**config.mk**
```make
export PLATFORM = sky130hd
export DESIGN_NAME = deser_rr_arbiter
export DESIGN_NICKNAME = d
export VERILOG_FILES = /design/src/rtl/deser_rr_arbiter.sv
export SDC_FILE = /design/constraint.sdc
export NUM_CORES = 1
export LEC_CHECK = 0
export ABC_AREA = 0
export ABC_CLOCK_PERIOD_IN_PS = 1600
export BUFFER_PORTS_ARGS = -buffer_cell sky130_fd_sc_hd__buf_2
export CORE_ASPECT_RATIO = 1.1
export CORE_MARGIN = 5
export CORE_UTILIZATION = 40
export DETAILED_ROUTE_END_ITERATION = 6
export GPL_TIMING_DRIVEN = 0
export PLACE_DENSITY = 0.69
export SETUP_SLACK_MARGIN = 0.5
export SYNTH_ARGS = -nofsm -noshare
export SYNTH_HDL_FRONTEND = slang
export SYNTH_SLANG_ARGS = --single-unit
```
**constraint.sdc**
```tcl
create_clock -name clk_i -period 1.6 [get_ports clk_i]
set_clock_uncertainty 0.1 [all_clocks]
set_input_delay 0.48 -clock clk_i [delete_from_list [all_inputs] [get_ports clk_i]]
set_output_delay 0.48 -clock clk_i [all_outputs]
set_load 0.01 [all_outputs]
```
**src/rtl/deser_rr_arbiter.sv**
```systemverilog
// deser_rr_arbiter
// Round-robin arbiter that lets one of REQ_CNT serial requesters own a
// shared deserializer for one DATA_W-bit word at a time. The owner's bit
// stream is forwarded combinationally, and the index of the last owner to
// complete a word is reported on word_id_o.
//
// Optional feature macro: DESER_ARB_TIMEOUT_EN
//   When defined, a stall watchdog aborts an owner that supplies no valid
//   bit for TIMEOUT_CYC consecutive busy cycles. The abort pulses abort_o and
//   ser_srst_o for one cycle and frees the deserializer.
//   When undefined, abort_o and ser_srst_o are tied low and a stalled owner
//   keeps the grant indefinitely.

module deser_rr_arbiter #(
   parameter int REQ_CNT     = 4,
   parameter int DATA_W      = 16,
   parameter int TIMEOUT_CYC = 64
) (
   input  logic                       clk_i,
   input  logic                       arst_i,
   input  logic [REQ_CNT-1:0]         req_i,
   input  logic [REQ_CNT-1:0]         data_i,
   input  logic [REQ_CNT-1:0]         data_val_i,
   output logic [REQ_CNT-1:0]         gnt_o,
   output logic                       ser_data_o,
   output logic                       ser_data_val_o,
   output logic                       ser_srst_o,
   output logic [$clog2(REQ_CNT)-1:0] word_id_o,
   output logic                       abort_o
);

   localparam int IDX_W = $clog2(REQ_CNT);
   localparam int CNT_W = $clog2(DATA_W);

   localparam logic [CNT_W-1:0] LAST_BIT   = CNT_W'(DATA_W - 1);
   localparam logic [IDX_W-1:0] LAST_INDEX = IDX_W'(REQ_CNT - 1);

   typedef enum logic {
      IDLE = 1'b0,
      BUSY = 1'b1
   } state_t;

   state_t             state_q;
   state_t             state_d;

   logic [REQ_CNT-1:0] gnt_q;
   logic [IDX_W-1:0]   owner_q;
   logic [IDX_W-1:0]   last_owner_q;
   logic [IDX_W-1:0]   word_id_q;
   logic [CNT_W-1:0]   bit_cnt_q;

   logic [IDX_W-1:0]   pick_idx;
   logic               any_req;
   logic               owner_bit;
   logic               owner_val;
   logic               take_grant;
   logic               word_done;
   logic               timeout_hit;

   // Scan the request vector starting one past the previous owner and wrap
   // around, so the requester that just finished has the lowest priority.
   function automatic logic [IDX_W-1:0] rr_pick(
      input logic [REQ_CNT-1:0] req,
      input logic [IDX_W-1:0]   last
   );
      logic [IDX_W-1:0] result;
      logic             found;
      int               cand;
      result = '0;
      found  = 1'b0;
      for (int off = 1; off <= REQ_CNT; off++) begin
         cand = (int'(last) + off) % REQ_CNT;
         if (!found && req[cand]) begin
            found  = 1'b1;
            result = IDX_W'(cand);
         end
      end
      return result;
   endfunction

   assign any_req   = |req_i;
   assign pick_idx  = rr_pick(req_i, last_owner_q);
   assign owner_bit = data_i[owner_q];
   assign owner_val = data_val_i[owner_q];

   assign gnt_o     = gnt_q;
   assign word_id_o = word_id_q;

`ifdef DESER_ARB_TIMEOUT_EN

   localparam int STALL_W = $clog2(TIMEOUT_CYC + 1);
   localparam logic [STALL_W-1:0] STALL_LAST = STALL_W'(TIMEOUT_CYC - 1);

   logic [STALL_W-1:0] stall_q;
   logic               abort_q;

   // The watchdog fires on the busy cycle that would bring the count of
   // consecutive owner stall cycles up to TIMEOUT_CYC.
   assign timeout_hit = (state_q == BUSY) && !owner_val && (stall_q == STALL_LAST);

   // Count consecutive busy cycles without an owner bit; register the abort
   // so both abort strobes appear as a clean one-cycle pulse.
   always_ff @(posedge clk_i or posedge arst_i) begin
      if (arst_i) begin
         stall_q <= '0;
         abort_q <= 1'b0;
      end else begin
         abort_q <= timeout_hit;
         if (take_grant || timeout_hit || ((state_q == BUSY) && owner_val)) begin
            stall_q <= '0;
         end else if (state_q == BUSY) begin
            stall_q <= stall_q + STALL_W'(1);
         end
      end
   end

   assign abort_o    = abort_q;
   assign ser_srst_o = abort_q;

`else

   // Without the watchdog no abort can occur. The range check on the stall
   // limit is never true for a legal value and keeps the parameter referenced.
   assign timeout_hit = (TIMEOUT_CYC < 0);
   assign abort_o     = 1'b0;
   assign ser_srst_o  = 1'b0;

`endif

   // State register; reset forces IDLE immediately, discarding any partial word.
   always_ff @(posedge clk_i or posedge arst_i) begin
      if (arst_i) begin
         state_q <= IDLE;
      end else begin
         state_q <= state_d;
      end
   end

   // Next-state logic and the owner bit forwarding to the shared deserializer.
   always_comb begin
      state_d        = state_q;
      take_grant     = 1'b0;
      word_done      = 1'b0;
      ser_data_o     = 1'b0;
      ser_data_val_o = 1'b0;
      case (state_q)
         IDLE: begin
            if (any_req) begin
               take_grant = 1'b1;
               state_d    = BUSY;
            end
         end
         BUSY: begin
            ser_data_o     = owner_bit;
            ser_data_val_o = owner_val;
            if (owner_val && (bit_cnt_q == LAST_BIT)) begin
               word_done = 1'b1;
               state_d   = IDLE;
            end else if (timeout_hit) begin
               state_d = IDLE;
            end
         end
         default: begin
            state_d = IDLE;
         end
      endcase
   end

   // Grant, owner tracking, bit counting and completion reporting. The grant
   // is held until the word completes or is aborted, regardless of req_i.
   always_ff @(posedge clk_i or posedge arst_i) begin
      if (arst_i) begin
         gnt_q        <= '0;
         owner_q      <= '0;
         last_owner_q <= LAST_INDEX;
         word_id_q    <= '0;
         bit_cnt_q    <= '0;
      end else begin
         if (take_grant) begin
            gnt_q     <= REQ_CNT'(1) << pick_idx;
            owner_q   <= pick_idx;
            bit_cnt_q <= '0;
         end else if (word_done) begin
            gnt_q        <= '0;
            word_id_q    <= owner_q;
            last_owner_q <= owner_q;
            bit_cnt_q    <= '0;
         end else if (timeout_hit) begin
            gnt_q        <= '0;
            last_owner_q <= owner_q;
            bit_cnt_q    <= '0;
         end else if ((state_q == BUSY) && owner_val) begin
            bit_cnt_q <= bit_cnt_q + CNT_W'(1);
         end
      end
   end

endmodule

```
Word-level counts from Yosys, hierarchy flattened --
Cells that the tools add are included.
Word-level totals: register bits after elaboration 15, bits of input ports 14, output and inout port bits 10
Cells by class: add/subtract/negate cells 5, order comparisons 5, equality and inequality tests 1, shift-type cells 1, mux-type cells 36, bitwise logic cells 6, reductions and logical operators 16
Operators with widths (number):
- $mux 1 | 20
- $mux 4 | 5
- $lt 3x4->1 const B | 4
- $bmux 1 s2 | 6
- $mux 2 | 4
- $reduce_or 2->1 | 4
- $logic_and 1x1->1 | 5
- $add 2x1->2 const B | 2
- $add 2x2->2 const B | 2
- $add 4x1->4 const B | 1
- $and 1x1->1 const A | 4
- $eq 4x4->1 const B | 1
- $reduce_or 4->1 | 1
- $shl 1x2->4 const A | 1
- $logic_not 1->1 | 3
- $lt 2x3->1 const B | 1
- $reduce_bool 3->1 | 1
- $not 1->1 | 2
- $pmux 1 s2 | 1
- $reduce_and 2->1 | 1
- $reduce_bool 2->1 | 1

Longest topological paths before layout --
depth after elaboration 18, gate-level depth with buffers 5, depth with buffers taken out 4

Least setup slack after synthesis --
No wires, ideal clock.
kind in2out, start input port data_i[1], end output port ser_data_o, data arrival time 1.133 ns, required time 1.020 ns, setup slack -0.113 ns, stages 2, path buffers 0, cells stage by stage mux4_1 > and2_1
Between the ends: longest elaborated chain between the ends 3
RTL lines:
- start, declared | line 22 | input logic [REQ_CNT-1:0] data_i,
- $bmux 1 s2 | line 83 | assign owner_bit = data_i[owner_q];
- $mux 1 (implied by the code) | line 83
- $mux 1 | line 146 | case (state_q)
- end, declared | line 25 | output logic ser_data_o,
Every way passes these cells. The select of a mux whose other input is x is not followed.

Final worst setup path --
start register owner_q[0], end output port ser_data_o
Between the ends: longest elaborated chain between the ends 3
RTL lines:
- start, declared | line 47 | logic [IDX_W-1:0] owner_q;
- start signal, assigned | line 181 | owner_q <= pick_idx;
- $bmux 1 s2 | line 83
- $mux 1 (implied by the code) | line 83
- $mux 1 | line 146
Every way passes these cells. The select of a mux whose other input is x is not followed.

==> out/results.ini <==
[logic_synthesis]
ys_warn_count=0
synth_top_family_by_area=compound AO/OA/AOI/OAI gates
synth_edf_count=0
synth-seq-cells=15
synthFlopType=dfrtp_1
synth_xor_area_frac=0
synth_cell_type_count=38
async_flop_share=1.00
synth_compound_area_frac=0.182
synthMuxAreaShare=0.156
synth_simple_gate_area_frac=0.156
synth_adder_area_share=0.0146
syn_inst=74
synth_area_um2=857
synth_area_per_cell_um2=11.6
ys_seq_area_frac=0.441

[routing]
drcViolationCount=0
wl_um=1820
ant_nets=0
post_drt_wl_per_cell_um=13.1
vias=687
drtPass1Iterations=4
via_per_inst=4.94
drt_iter0_drc=7

[grt]
met1_usage=0.169
grt_max_degree=16
grt_usage=0.121
grt_pass1_wl_um=2880
grtUsageMet2=0.188
overflow=0
grt_pass1_vias=653
antenna_found_initial=0
use_met3=0.0253
grt.busiest_layer=met2

[setup_path]
startpoint=owner_q[0]
r2r-start=owner_q[1]
cp_max_fo=2
required_ps=1020
crit_type=flip-flop to primary output
r2r_setup_slack_ps=-240
end_kind=primary output
start_kind=flip-flop
arrival_ps=1440

[job]
maxCapViolCount=0

[floorplan]
io_pins=24
rows=17
die_y_um=58.5
fp.dieW_um=54.1
core_um2=2020
die-area_um2=3170
start_util=0.424

[cts]
htree_levels=1
clk_pin_slew_ps=100
numCtsBuffers=3
holdBufCountCts=0
cts-root-buf=clkbuf_4
clk_latency_ps=290
cts_buffer_depth=2
cts_tree=built
clock-sinks=15

[timing]
finalHoldViolCount=0
layout_setup_ws_ps=-416
max_slew_margin=0.630
rsz0062_at_grt=true
finalMaxSlewViolations=0
fmax_ghz=0.496
finalWorstPathRequiredPeriod_ps=2020
setup_viol=14
period_share=1.26
tightest_slew_ps=555
fin_hold_ws_ps=118

[placed_design]
place.gp.congestion=0.745
hpwl_um=1290
dp_cells=124
portBuffers=21

[layout]
utilization=0.607
area_growth_pct=43.2
antenna_cells_inserted=0
drive_above_1_share=0.577
fin_cells=139
finalNetCount=127

[power_and_ir_drop]
vdd_drop_max_uv=632
totalPowerFinal_w=0.00144
p_leak_nw=0.605
powerDensity_nw_per_um2=1180

[worst_hold_path]
hp-class=input port to async pin

[outcome]
status=finished with violations
violations=negative setup slack

==> synth_stat cells (2+ instances only) <==
cell type / number / area share
a32o_1: 4 / 0.047
buf_4: 2 / 0.018
dfrtp_1: 13 / 0.38
dfstp_2: 2 / 0.061
inv_1: 2 / 0.0088
mux2_4: 4 / 0.070
mux2i_1: 2 / 0.023
mux2i_2: 2 / 0.032
nand2_1: 7 / 0.031
nand2b_1: 4 / 0.029
nand3_1: 2 / 0.012
nor2_1: 2 / 0.0088
o21ai_0: 3 / 0.018
==> critical path, cell delays in order (launching register included) <==
cell     delay, ps
dfrtp_2        390
mux4_2         500
and2_4         150
buf_6          110
==> path summary, 6_finish.rpt <==
| kind | cells after the start | end |
|---|---|---|
| worst min register to register | 1 | bit_cnt_q[2] |
| max in group asynchronous | 2 | owner_q[0] |
| worst max register to register | 7 | word_id_o[1] |
| worst max-delay path | 3 | ser_data_o |
| min in group clk_i | 3 | state_q |
| worst min-delay path | 2 | gnt_o[2] |
==> power breakdown <==
part	switching [W]	total [W]	internal (W)
Sequential	0.0000924	0.000587	0.000495
Clock	0.000128	0.000221	0.0000929
Combinational	0.000249	0.000635	0.000385
Total	0.000470	0.00144	0.000973
==> routing by layer <==
layer | wire (µm) | up-vias
met5 | 0 | -
met4 | 8 | 0
met3 | 109 | 2
met2 | 817 | 18
met1 | 881 | 323
li1 | - | 344
==> repair_timing <==
action | in CTS | in global routing
gates resized for setup | 6 | 10
setup endpoints to repair | 23 | 23
buffers inserted | 5 | 6
pin swaps | 2 | 4
==> cells by family after synthesis <==
family                   after synthesis
AO/OA/AOI/OAI                         19
adder cells (fa/ha/maj)                1
multiplexers                           9
other                                  1
buffers and inverters                  6
flip-flops                            15
AND/OR/NAND/NOR                       23
==> registers in the layout (all words and copies together) (netlist names) <==
name          count
bit_cnt_q         4
gnt_o             4
last_owner_q      2
owner_q           2
state_q           1
word_id_o         2
==> layout make-up <==
type | instances | area, µm²
buffer | 4 | 37.5
clock buffer | 3 | 22.5
clock inverter | 1 | 5.00
fill | 160 | 793
inverter | 2 | 7.51
multi-input combinational | 54 | 520
sequential | 15 | 379
tap | 28 | 35.0
timing repair buffer | 32 | 220
==> cell usage in the layout, fill, tap and decap left out, types with 2 or more instances in the layout <==
master,synthesis,routed
buf_2,1,19
mux2_4,4,4
conb_1,1,2
clkbuf_4,0,3
mux2i_1,2,2
mux2i_4,0,2
nand2b_1,4,4
a32o_1,4,4
dfstp_2,2,2
dfrtp_1,13,12
buf_4,2,10
nand2_1,7,6
nor2_1,2,2
inv_1,2,2
buf_6,1,6
==> through the flow <==
step	area [µm²]	setup TNS, ps	worst slack [ps]
after floorplan	886	-207	-78.1
after global placement	1030	-709	-277
after detailed placement	1030	-814	-296
after CTS	1130	-1630	-484
after global routing	1230	-3230	-448
final	1230	-2530	-416
No activity file was read; power rests on OpenSTA's default activity.
